$ cat src/rtl/sw_led_pkg.sv
// Shared display-mode encoding and table addressing for the switch-pattern LED block.
package sw_led_pkg;

   typedef enum logic [1:0] {
      MODE_STEADY = 2'd0,
      MODE_BLINK  = 2'd1,
      MODE_LATCH  = 2'd2,
      MODE_OFF    = 2'd3
   } mode_e;

   // Each channel owns a contiguous 2^sw_w slice of the minterm table.
   function automatic int unsigned table_index(input int unsigned ch,
                                               input int unsigned val,
                                               input int unsigned sw_w);
      return (ch << sw_w) + val;
   endfunction

endpackage

$ cat src/rtl/sw_debounce.sv
// Two-flop synchroniser followed by a saturating equal-sample debouncer.
module sw_debounce
   import sw_led_pkg::*;
#(
   parameter int SW_W       = 4,
   parameter int DEB_CYCLES = 4
) (
   input  logic            clk,
   input  logic            rst_n,
   input  logic [SW_W-1:0] sw,
   output logic [SW_W-1:0] sw_stable
);

   localparam int CNT_W = (DEB_CYCLES > 1) ? $clog2(DEB_CYCLES) : 1;
   localparam logic [CNT_W-1:0] CNT_MAX = CNT_W'(DEB_CYCLES - 1);

   logic [SW_W-1:0]  q1_r;
   logic [SW_W-1:0]  q2_r;
   logic [SW_W-1:0]  cand_r;
   logic [CNT_W-1:0] cnt_r;

   // Synchronise, track the candidate value and accept it once it has held long enough.
   always_ff @(posedge clk or negedge rst_n) begin
      if (!rst_n) begin
         q1_r      <= '0;
         q2_r      <= '0;
         cand_r    <= '0;
         cnt_r     <= '0;
         sw_stable <= '0;
      end else begin
         q1_r <= sw;
         q2_r <= q1_r;
         if (q2_r != cand_r) begin
            cand_r <= q2_r;
            cnt_r  <= '0;
         end else if (cnt_r < CNT_MAX) begin
            cnt_r <= cnt_r + CNT_W'(1);
         end else begin
            sw_stable <= cand_r;
         end
      end
   end

endmodule

$ cat src/rtl/sw_pattern_led.sv
// Debounced switch bank decoded through a per-channel minterm table onto LED channels.
module sw_pattern_led
   import sw_led_pkg::*;
#(
   parameter int SW_W       = 4,
   parameter int CH         = 2,
   parameter logic [CH*(2**SW_W)-1:0] TABLE = 32'h0306_3408,
   parameter int DEB_CYCLES = 4,
   parameter int BLINK_HALF = 8
) (
   input  logic            clk,
   input  logic            rst_n,
   input  logic [SW_W-1:0] sw,
   input  logic [1:0]      mode,
   input  logic            clear,
   output logic [CH-1:0]   RGB_led_A,
   output logic [SW_W-1:0] sw_stable,
   output logic            hit
);

   localparam int BW = $clog2(BLINK_HALF);
   localparam logic [BW-1:0] BLINK_MAX = BW'(BLINK_HALF - 1);

   logic [CH-1:0] match_s;
   logic [CH-1:0] match_q_r;
   logic [CH-1:0] match_prev_r;
   logic [CH-1:0] sticky_r;
   logic [BW-1:0] blink_cnt_r;
   logic          phase_r;

   sw_debounce #(
      .SW_W       (SW_W),
      .DEB_CYCLES (DEB_CYCLES)
   ) u_debounce (
      .clk       (clk),
      .rst_n     (rst_n),
      .sw        (sw),
      .sw_stable (sw_stable)
   );

   // Table lookup of the accepted switch value for every channel.
   always_comb begin
      match_s = '0;
      for (int c = 0; c < CH; c++) begin
         match_s[c] = TABLE[table_index(c, int'(sw_stable), SW_W)];
      end
   end

   // Match pipeline, rising-edge detect and sticky latch.
   always_ff @(posedge clk or negedge rst_n) begin
      if (!rst_n) begin
         match_q_r    <= '0;
         match_prev_r <= '0;
         sticky_r     <= '0;
         hit          <= 1'b0;
      end else begin
         match_q_r    <= match_s;
         match_prev_r <= match_q_r;
         hit          <= |(match_q_r & ~match_prev_r);
         if (clear) begin
            sticky_r <= '0;
         end else begin
            sticky_r <= sticky_r | match_q_r;
         end
      end
   end

   // Free-running blink timebase; phase starts high so blink opens with LEDs on.
   always_ff @(posedge clk or negedge rst_n) begin
      if (!rst_n) begin
         blink_cnt_r <= '0;
         phase_r     <= 1'b1;
      end else if (blink_cnt_r == BLINK_MAX) begin
         blink_cnt_r <= '0;
         phase_r     <= ~phase_r;
      end else begin
         blink_cnt_r <= blink_cnt_r + BW'(1);
      end
   end

   // Mode-selected LED drive.
   always_ff @(posedge clk or negedge rst_n) begin
      if (!rst_n) begin
         RGB_led_A <= '0;
      end else begin
         case (mode_e'(mode))
            MODE_STEADY: RGB_led_A <= match_q_r;
            MODE_BLINK:  RGB_led_A <= match_q_r & {CH{phase_r}};
            MODE_LATCH:  RGB_led_A <= sticky_r;
            MODE_OFF:    RGB_led_A <= '0;
            default:     RGB_led_A <= '0;
         endcase
      end
   end

endmodule

$ cat config.mk
export PLATFORM = sky130hd
export DESIGN_NAME = sw_pattern_led
export DESIGN_NICKNAME = d
export VERILOG_FILES = /design/src/rtl/sw_led_pkg.sv /design/src/rtl/sw_debounce.sv /design/src/rtl/sw_pattern_led.sv
export SDC_FILE = /design/constraint.sdc
export NUM_CORES = 1
export LEC_CHECK = 0
export BUFFER_PORTS_ARGS = -buffer_cell sky130_fd_sc_hd__clkbuf_2
export CAP_MARGIN = 20
export CORE_MARGIN = 1.5
export CORE_UTILIZATION = 40
export CTS_CLUSTER_SIZE = 25
export DETAILED_ROUTE_END_ITERATION = 8
export SYNTH_ARGS = -nofsm -noshare
export SYNTH_HDL_FRONTEND = slang
export SYNTH_HIERARCHICAL = 1
export SYNTH_SLANG_ARGS = --single-unit
$ cat constraint.sdc
create_clock -name clk -period 1.4 [get_ports clk]
set_input_delay 0.42 -clock clk [delete_from_list [all_inputs] [get_ports clk]]
set_output_delay 0.42 -clock clk [all_outputs]
set_load 0.02 [all_outputs]
==> results of run 1 <==
-- power groups by stage --
stage | Combinational, mW | Sequential, mW | Clock (mW)
finish | 0.0712 | 0.926 | 0.479
global route | 0.0819 | 0.928 | 0.548
CTS | 0.0642 | 0.927 | 0.500
detailed placement | 0.0636 | 0.944 | 0
global placement | 0.0621 | 0.943 | 0
floorplan | 0.0204 | 0.942 | 0
-- timing repair --
action / 4_1_cts / 5_1_grt
hold buffers: 0 / 0
endpoints found under the setup margin: 6 / 7
pin swaps: 1 / 3
resized for setup: 2 / 2
cloned: 0 / 0
buffers inserted: 1 / 7
-- cells in the mapped netlist --
master	instances
sky130_fd_sc_hd__o31ai_1	1
sky130_fd_sc_hd__buf_6	1
sky130_fd_sc_hd__nor2b_1	3
sky130_fd_sc_hd__inv_1	3
sky130_fd_sc_hd__or2_1	1
sky130_fd_sc_hd__dfrtp_1	30
sky130_fd_sc_hd__xnor2_1	4
sky130_fd_sc_hd__xor2_1	2
sky130_fd_sc_hd__clkbuf_1	4
sky130_fd_sc_hd__mux2_4	4
sky130_fd_sc_hd__nor2_1	7
sky130_fd_sc_hd__nand2_1	1
sky130_fd_sc_hd__mux2i_1	3
sky130_fd_sc_hd__dfstp_2	1
sky130_fd_sc_hd__ha_1	5
sky130_fd_sc_hd__nand4_1	1
sky130_fd_sc_hd__nand3b_1	2
sky130_fd_sc_hd__bufinv_8	1
sky130_fd_sc_hd__o21ai_1	1
sky130_fd_sc_hd__a211oi_1	1
sky130_fd_sc_hd__o22ai_1	2
-- cell type report --
type	count	area, um^2	share of cell area (%)
Clock inverter	1	5.00	0.358
Multi-Input combinational cell	38	319	22.8
Sequential cell	31	778	55.7
Inverter	4	22.5	1.61
Clock buffer	7	45.0	3.23
Timing Repair Buffer	28	188	13.4
Tap cell	31	38.8	2.78
-- layer usage --
metal  part of all wire, %  up-vias  routed length, um  GRT usage (%)
li1                      -      314                  -              -
met1                    40      319                664           12.9
met2                    51       19                853           20.1
met3                   7.3        6                123           7.60
met4                   2.4        0                 40           5.44
met5                     0        -                  0              0
-- flip-flops by register name, indices dropped and copies added, names as in the netlist --
name	cells
phase_r	1
u_debounce/cnt_r	2
match_q_r	2
RGB_led_A	2
u_debounce/sw_stable	4
blink_cnt_r	3
u_debounce/q2_r	4
sticky_r	2
u_debounce/q1_r	4
hit	1
u_debounce/cand_r	4
match_prev_r	2
-- cell usage in the layout, fill, tap and decap left out --
cell,Yosys,final
sky130_fd_sc_hd__inv_1,3,3
sky130_fd_sc_hd__dfrtp_1,30,29
sky130_fd_sc_hd__mux2_4,4,4
sky130_fd_sc_hd__xnor2_1,4,4
sky130_fd_sc_hd__nand4_1,1,1
sky130_fd_sc_hd__nor2_1,7,7
sky130_fd_sc_hd__buf_4,0,13
sky130_fd_sc_hd__o22ai_1,2,2
sky130_fd_sc_hd__nor2b_1,3,3
sky130_fd_sc_hd__nand2_1,1,1
sky130_fd_sc_hd__clkbuf_4,0,5
sky130_fd_sc_hd__o31ai_1,1,1
sky130_fd_sc_hd__dfrtp_2,0,1
sky130_fd_sc_hd__xor2_1,2,2
sky130_fd_sc_hd__mux2i_1,3,3
sky130_fd_sc_hd__ha_2,0,1
sky130_fd_sc_hd__o21ai_1,1,1
sky130_fd_sc_hd__or2_4,0,1
sky130_fd_sc_hd__ha_1,5,4
sky130_fd_sc_hd__buf_12,0,1
sky130_fd_sc_hd__clkbuf_2,0,14
sky130_fd_sc_hd__nand3b_1,2,2
sky130_fd_sc_hd__clkbuf_1,4,2
sky130_fd_sc_hd__clkinv_2,0,1
sky130_fd_sc_hd__a211oi_1,1,1
sky130_fd_sc_hd__dfstp_2,1,1
sky130_fd_sc_hd__inv_8,0,1
-- stage by stage --
step	power, mW	worst slack [ns]	area (um^2)	setup TNS, ns
2_1_floorplan	0.962	-0.0193	1140	-0.0770
6_report	1.48	0.00941	1400	0
3_5_place_dp	1.01	-0.0576	1280	-0.224
5_1_grt	1.56	-0.0973	1400	-0.365
4_1_cts	1.49	0.00200	1340	0
3_3_place_gp	1.00	-0.0410	1280	-0.163
-- final timing paths --
check | slack [ns] | depth (start not counted) | endpoint | startpoint
worst max-delay path | 0.009 | 4 | u_debounce/sw_stable[0] | u_debounce/q2_r[1]
worst min-delay path | 0.009 | 1 | match_prev_r[1] | rst_n
worst max register to register | 0.009 | 4 | u_debounce/sw_stable[0] | u_debounce/q2_r[1]
worst min register to register | 0.35 | 0 | u_debounce/q2_r[0] | u_debounce/q1_r[0]
max in group asynchronous | 0.96 | 2 | u_debounce/sw_stable[1] | rst_n
min in group clk | 0.20 | 1 | u_debounce/q1_r[2] | sw[2]
-- cells by family (layout without fill, tap and decap cells) --
family	count (synthesis)	in the layout
multiplexers	7	7
AND/OR/NAND/NOR	15	15
adder cells (fa/ha/maj)	5	5
XOR/XNOR	6	6
AO/OA/AOI/OAI	5	5
flip-flops	31	31
buffers and inverters	9	40
==> impl_summary.log, run 1 <==
INFO  metric antenna_cells = 0
INFO  metric crit_path_class = reg2reg
INFO  metric syn-instance-count = 78
INFO  metric crit_chain = xnor2_1, nand4_1, or2_4, mux2_4
INFO  metric first_global_vias = 697
INFO  metric placed_cells_incl_taps = 124
INFO  metric p_switching = ~330 uW
INFO  metric worst_path_dominant_cell_family = simple AND/OR/NAND/NOR gates
INFO  metric maximum_number_of_pins_on_one_net_before_global_route_repair = 18
INFO  metric synth-compound-area-share = 2.84%
INFO  metric synthesis.area_per_instance = about 15 um^2
INFO  metric detailroute.via_count = roughly 660
INFO  metric synth_area = approximately 0.0011 mm^2
INFO  metric place.gp.congestion = ~0.67
INFO  metric die_width = 56.5 um
INFO  metric post_synthesis_simple_gate_area_fraction = around 6.7%
INFO  metric power_density_over_the_cells = 1060 mW/mm^2
INFO  metric setup_viol = 0
INFO  metric detail_route.wirelength = roughly 1.7 mm
INFO  metric final_antenna_net_count = 0
INFO  metric clk_sink_count = 31
INFO  metric cts_root_buf = sky130_fd_sc_hd__clkbuf_4
INFO  metric cts.path.max_buffers = 2
INFO  metric drcViolationCount = 0
INFO  metric detailedRoute.firstPassIterationCount = 2
INFO  metric seq_power_share = 62.7%
INFO  metric avgViaCountPerCell = ~4.7
INFO  metric muxShareOfSynthArea = between 7 and 8%
INFO  metric floorplan.rows = 19
INFO  metric clkLatencyLatePin = about 0.32 ns
INFO  metric run_status = complete, no violations
INFO  metric power.share.switching = around 22%
INFO  metric power.leakage = a little over 0.7 nW
INFO  metric htree_levels = 2
INFO  metric drive_gt1_share = about two fifths
INFO  metric synthXorXnorAreaFrac = ~4.6%
INFO  metric clock_tree_from_tritoncts = yes
INFO  metric grt_usage = 12.5%
INFO  metric slowest_delay = between 0.4 and 0.5 ns
INFO  metric globalRoute.totalOverflow = 0
INFO  metric core-area = approximately 0.0027 mm^2
INFO  metric ir_worst_vdd = a little under 0.0008 V
INFO  metric instances_no_fill = between 100 and 150
INFO  metric share_of_the_cycle_needed_by_the_critical_path_after_routing = around 99%
INFO  metric hold_viol = 0
INFO  metric synthDistinctLibCells = 21
INFO  metric postSynthNetCount = 92
INFO  metric setup_repair_after_global_routing_missed_its_margin = true
INFO  metric cts.clk_slew.worst_paths = around 0.09 ns
INFO  metric buffer_ports.inserted = 15
INFO  metric drt_iter0_drc = 14
INFO  metric worstSetupEndpointType = flip-flop
INFO  metric cp_slowest_cell = sky130_fd_sc_hd__dfrtp_1
INFO  metric ys_ff_latch = 31
INFO  metric worst_hold_slack = a little under 0.009 ns
INFO  metric finClkSkew = ~0.0092 ns
INFO  metric setup.worst_path.start_class = flip-flop
INFO  metric boundaryPins = 16
INFO  metric timing.hold.worst.class = in2async
INFO  metric fillerInstances = 250
INFO  metric period_minus_slack = 1.39 ns
INFO  metric synth-seq-area-share = 67.8%
INFO  metric synth_area_leaders = sky130_fd_sc_hd__dfrtp_1 66%, sky130_fd_sc_hd__ha_1 5.5%, sky130_fd_sc_hd__mux2_4 5.2%, sky130_fd_sc_hd__xnor2_1 3.1%, sky130_fd_sc_hd__mux2i_1 2.6%
INFO  metric synth_top_family_by_area = multiplexers
INFO  metric max_slew.worst_pin.slew = ~0.41 ns
INFO  metric area_delta_synth_final = 21.8%
INFO  metric routedWlPerCell = between 10 and 15 um
INFO  metric tritoncts.num_buffers = 5
INFO  metric finalCoreUtilization = roughly 51%
INFO  metric power_frac_comb = between 4 and 5%
INFO  metric grt_antenna_before_repair = 0
INFO  metric synth_top_area_share = between 60 and 70%
INFO  metric achievable-frequency = ~0.7 GHz
INFO  metric finalMaxSlewViolations = 0
INFO  metric chipHeight = between 50 and 60 um
INFO  metric ys.warnings.count = 6
INFO  metric initial_core_utilization = 41.9%
INFO  metric timing.max_cap.violations = 0
INFO  metric critical_path_peak_fanout = 4
INFO  metric synth.largest_area_cell = sky130_fd_sc_hd__dfrtp_1
INFO  metric worstPathBufferInverterCount = 0
INFO  metric first_pass_grt_wire_length = between 2 and 3 mm
INFO  metric pwr-share-clk = 32.4%
INFO  metric layout_nets = 122
INFO  metric floorplan.die_area = between 0.003 and 0.004 mm^2
INFO  metric worst_ep_arrival_time = 1.60 ns
INFO  metric hpwl = 1.15 mm
INFO  metric internal_power = around 1.1 mW
INFO  metric required_time_of_the_critical_path = ~1.6 ns
INFO  metric slew-limit-headroom = between 70% and 80%
INFO  metric synthAdderAreaFrac = between 5 and 6%
(Power assumes the default switching activity.)
==> run 2, diff against run 1 <==
--- a/config.mk
+++ b/config.mk
@@ -5,6 +5,7 @@
 export SDC_FILE = /design/constraint.sdc
 export NUM_CORES = 1
 export LEC_CHECK = 0
+export ABC_AREA = 1
 export BUFFER_PORTS_ARGS = -buffer_cell sky130_fd_sc_hd__clkbuf_2
 export CAP_MARGIN = 20
 export CORE_MARGIN = 1.5
==> run 2 against run 1 <==
  * First-iteration DRC count rose by 57%
  * Area after synthesis is 6.3% higher
  * The flow now finishes with violations (DRC)
  * Synthesized cell count grew 46%
  * Critical path depth is 3 lower
  * Final area fell by 0.81%
==> impl_summary.log, run 2 <==
INFO  metric finClkSkew = 0.00348 ns (was 0.00924 ns)
INFO  metric detail_route.wirelength = 1.69 mm (was 1.68 mm)
INFO  metric clock_tree_from_tritoncts = yes (unchanged)
INFO  metric worst_ep_arrival_time = 0.93 ns (was 1.60 ns)
INFO  metric synth_edf_count = 0 (unchanged)
INFO  metric place.gp.congestion = 0.711 (was 0.666)
INFO  metric clk_sink_count = 31 (unchanged)
INFO  metric violations = DRC
INFO  metric slowest_delay = 0.45 ns (was 0.41 ns)
INFO  metric core-area = 0.00283 mm^2 (was 0.00273 mm^2)
INFO  metric layout_nets = 147 (was 122)
INFO  metric leading_cell_type_in_the_layout_fill_and_taps_excluded = sky130_fd_sc_hd__dfrtp_1 (unchanged)
INFO  metric synth_area_leaders = sky130_fd_sc_hd__dfrtp_1 62%, sky130_fd_sc_hd__nand2_1 7.7%, sky130_fd_sc_hd__inv_1 5.5%, sky130_fd_sc_hd__ha_1 5.1%, sky130_fd_sc_hd__nand3_1 2.5% (was sky130_fd_sc_hd__dfrtp_1 66%, sky130_fd_sc_hd__ha_1 5.5%, sky130_fd_sc_hd__mux2_4 5.2%, sky130_fd_sc_hd__xnor2_1 3.1%, sky130_fd_sc_hd__mux2i_1 2.6%)
INFO  metric hpwl = 1.21 mm (was 1.15 mm)
INFO  metric setup_viol = 0 (unchanged)
INFO  metric hold_viol = 0 (unchanged)
INFO  metric critical_path_peak_fanout = 6 (was 4)
INFO  metric worstPathBufferInverterCount = 1 (was 0)
INFO  metric grt_antenna_before_repair = 0 (unchanged)
INFO  metric first_pass_grt_wire_length = 2.88 mm (was 2.87 mm)
INFO  metric synth_area = 0.00122 mm^2 (was 0.00115 mm^2)
INFO  metric timing.hold.worst.class = in2async (unchanged)
INFO  metric synth_top_area_share = 61.6% (was 65.5%)
INFO  metric avgViaCountPerCell = 4.55 (was 4.70)
INFO  metric post-place-ws = 0.303 ns (was -0.0576 ns)
INFO  metric synthDistinctLibCells = 18 (was 21)
INFO  metric total_power = 1.52 mW (was 1.48 mW)
INFO  metric floorplan.die_area = 0.00339 mm^2 (was 0.00320 mm^2)
INFO  metric design_area = 0.00139 mm^2 (was 0.00140 mm^2)
INFO  metric most_used_flip_flop_cell_after_synthesis = sky130_fd_sc_hd__dfrtp_1 (unchanged)
INFO  metric cp_slowest_cell = sky130_fd_sc_hd__dfrtp_2 (was sky130_fd_sc_hd__dfrtp_1)
INFO  metric ys_ff_latch = 31 (unchanged)
INFO  metric ys.warnings.count = 6 (unchanged)
INFO  metric run_status = finished, violations left (was complete, no violations)
INFO  metric max_slew.worst_pin.slew = 0.373 ns (was 0.414 ns)
INFO  metric post_synthesis_simple_gate_area_fraction = 20.7% (was 6.66%)
INFO  metric buffer_ports.inserted = 15 (unchanged)
INFO  metric synth-seq-area-share = 63.8% (was 67.8%)
INFO  metric maximum_number_of_pins_on_one_net_before_global_route_repair = 32 (was 18)
INFO  metric grt_usage = 12.0% (was 12.5%)
INFO  metric ir_worst_vdd = 0.000608 V (was 0.000778 V)
INFO  metric most_used_standard_cell_by_instance_count_after_synthesis = sky130_fd_sc_hd__dfrtp_1 (unchanged)
INFO  metric power_density_over_the_cells = 1100 mW/mm^2 (was 1060 mW/mm^2)
INFO  metric worst_path_dominant_cell_family = flip-flops (was simple AND/OR/NAND/NOR gates)
INFO  metric synth-compound-area-share = 0.924% (was 2.84%)
INFO  metric required_time_of_the_critical_path = 0.98 ns (was 1.61 ns)
INFO  metric synthAdderAreaFrac = 5.13% (was 5.46%)
INFO  metric async_flop_share = 100% (unchanged)
INFO  metric first_global_vias = 728 (was 697)
INFO  metric crit_chain = clkbuf_2 (was xnor2_1, nand4_1, or2_4, mux2_4)
INFO  metric boundaryPins = 16 (unchanged)
INFO  metric tns = 0 ns (unchanged)
INFO  metric floorplan.rows = 19 (unchanged)
INFO  metric muxShareOfSynthArea = 0.821% (was 7.86%)
INFO  metric drcViolationCount = 1 (was 0)
INFO  metric postSynthNetCount = 128 (was 92)
INFO  metric cts.clk_slew.worst_paths = 0.08 ns (was 0.09 ns)
INFO  metric fillerInstances = 268 (was 250)
INFO  metric synthXorXnorAreaFrac = 1.44% (was 4.59%)
INFO  metric globalRoute.totalOverflow = 0 (unchanged)
INFO  metric cts.path.max_buffers = 2 (unchanged)
INFO  metric fin_ws = 0.0473 ns (was 0.00941 ns)
INFO  metric die_width = 58.2 um (was 56.5 um)
INFO  metric worstSetupEndpointType = output pin (was flip-flop)
INFO  metric slew-limit-headroom = 75.1% (was 72.4%)
INFO  metric synth_top_family_by_area = simple AND/OR/NAND/NOR gates (was multiplexers)
INFO  metric drt_iter0_drc = 22 (was 14)
INFO  metric htree_levels = 2 (unchanged)
INFO  metric cts_root_buf = sky130_fd_sc_hd__clkbuf_4 (unchanged)
INFO  metric detailroute.via_count = 747 (was 658)
INFO  metric power.leakage = 0.784 nW (was 0.714 nW)
INFO  metric detailedRoute.firstPassIterationCount = 6 (was 2)
INFO  metric synthesis.area_per_instance = 10.7 um^2 (was 14.7 um^2)
INFO  metric antenna_cells = 0 (unchanged)
INFO  metric clkLatencyLatePin = 0.32 ns (about the same)
INFO  metric finalMaxSlewViolations = 0 (unchanged)
INFO  metric drive_gt1_share = 24.8% (was 39.4%)
INFO  metric setup_repair_after_global_routing_missed_its_margin = false (was true)
INFO  metric routedWlPerCell = 10.3 um (was 12.0 um)
INFO  metric crit_path_class = reg2out (was reg2reg)
INFO  metric setup.worst_path.start_class = flip-flop (unchanged)
INFO  metric share_of_the_cycle_needed_by_the_critical_path_after_routing = 96.6% (was 99.3%)
INFO  metric final_cell_mix = 29 x sky130_fd_sc_hd__dfrtp_1, 25 x sky130_fd_sc_hd__nand2_1, 18 x sky130_fd_sc_hd__inv_1 (was 29 x sky130_fd_sc_hd__dfrtp_1, 14 x sky130_fd_sc_hd__clkbuf_2, 13 x sky130_fd_sc_hd__buf_4)
INFO  metric syn-instance-count = 114 (was 78)
INFO  metric final_antenna_net_count = 0 (unchanged)
INFO  metric initial_core_utilization = 43.1% (was 41.9%)
INFO  metric postPlaceCellArea = 0.00132 mm^2 (was 0.00128 mm^2)
INFO  metric timing.max_cap.violations = 0 (unchanged)
INFO  metric synth_common_cells = 30 x sky130_fd_sc_hd__dfrtp_1, 25 x sky130_fd_sc_hd__nand2_1, 18 x sky130_fd_sc_hd__inv_1 (was 30 x sky130_fd_sc_hd__dfrtp_1, 7 x sky130_fd_sc_hd__nor2_1, 5 x sky130_fd_sc_hd__ha_1)
INFO  metric synth.largest_area_cell = sky130_fd_sc_hd__dfrtp_1 (unchanged)
INFO  metric achievable-frequency = 0.739 GHz (was 0.719 GHz)
INFO  metric tritoncts.num_buffers = 5 (unchanged)
INFO  metric area_delta_synth_final = 13.7% (was 21.8%)
INFO  metric chipHeight = 58.2 um (was 56.5 um)
INFO  metric period_minus_slack = 1.35 ns (was 1.39 ns)
[run 2: cell types whose count changed in the layout (fill, tap and decap cells not counted), sizes merged, moves of 4 or more]
cell   previous run  this run
buf              14         2
mux2              4         0
xnor2             4         0
nand2             1        29
inv               4        18
nand3             0         7
[run 2: power breakdown]
| group | switching (mW) | leakage [nW] | internal, mW | total, mW |
|---|---|---|---|---|
| logic | 0.0556 | 0.355 | 0.0292 | 0.0848 |
| clock network | 0.274 | 0.0341 | 0.232 | 0.506 |
| registers | 0.0128 | 0.395 | 0.917 | 0.930 |
[run 2: final cells by class]
type | count | area (um^2) | area share, %
sequential | 31 | 778 | 56.2
multi-input combinational | 60 | 354 | 25.6
timing repair buffer | 17 | 90.1 | 6.50
inverter | 18 | 67.6 | 4.88
clock buffer | 6 | 51.3 | 3.70
tap | 31 | 38.8 | 2.80
clock inverter | 1 | 5.00 | 0.361
[run 2: kinds of logic (layout without fill, tap and decap cells)]
logic type / after synthesis / count (layout)
muxes: 1 / 1
xor gates and xnor gates: 2 / 2
adders and majority gates: 5 / 5
DFF: 31 / 31
and+or+nand+nor: 50 / 50
buffers and inverters: 23 / 42
AOI/OAI and AO/OA: 2 / 2
[run 2: metal layers]
metal	track usage (%)	share of wire, %
met5	0	0
met1	13.4	45
met4	6.98	2.6
met2	17.9	46
met3	6.70	5.6
[run 2: worst paths after layout]
check,depth (start not counted),slack (ns),start,endpoint
setup / recovery,1,0.05,u_debounce/sw_stable[1],sw_stable[1]
hold / removal,2,0.09,rst_n,u_debounce/sw_stable[3]
min in group clk,1,0.20,sw[1],u_debounce/q1_r[1]
hold reg to reg,0,0.35,u_debounce/q1_r[1],u_debounce/q2_r[1]
setup reg to reg,3,0.30,u_debounce/cnt_r[0],u_debounce/cnt_r[1]
max in group asynchronous,2,0.99,rst_n,phase_r
[run 2: timing repair]
item | CTS | global route
hold buffers | 0 | 0
setup buffers | 0 | 1
endpoints found under the hold margin | 0 | 0
resized for setup | 0 | 1
endpoints found under the setup margin | 0 | 2
[run 2: metrics by stage]
| step | hold slack, ns | util, % | cells |
|---|---|---|---|
| 5_1_grt | 0.107 | 49.0 | 164 |
| 2_1_floorplan | 0.124 | - | 114 |
| 3_5_place_dp | 0.336 | 46.7 | 156 |
| 4_1_cts | 0.0901 | 48.7 | 163 |
| 6_report | 0.0940 | 49.0 | 164 |
| 3_3_place_gp | 0.332 | 46.7 | 156 |
[run 2: worst reg2reg max path, delay by kind of cell, from the launching register on]
family / cells / cell delay, ns
DFF: 1 / 0.37
muxes: 1 / 0.22
adders and majority gates: 1 / 0.34
and+or+nand+nor: 1 / 0.06
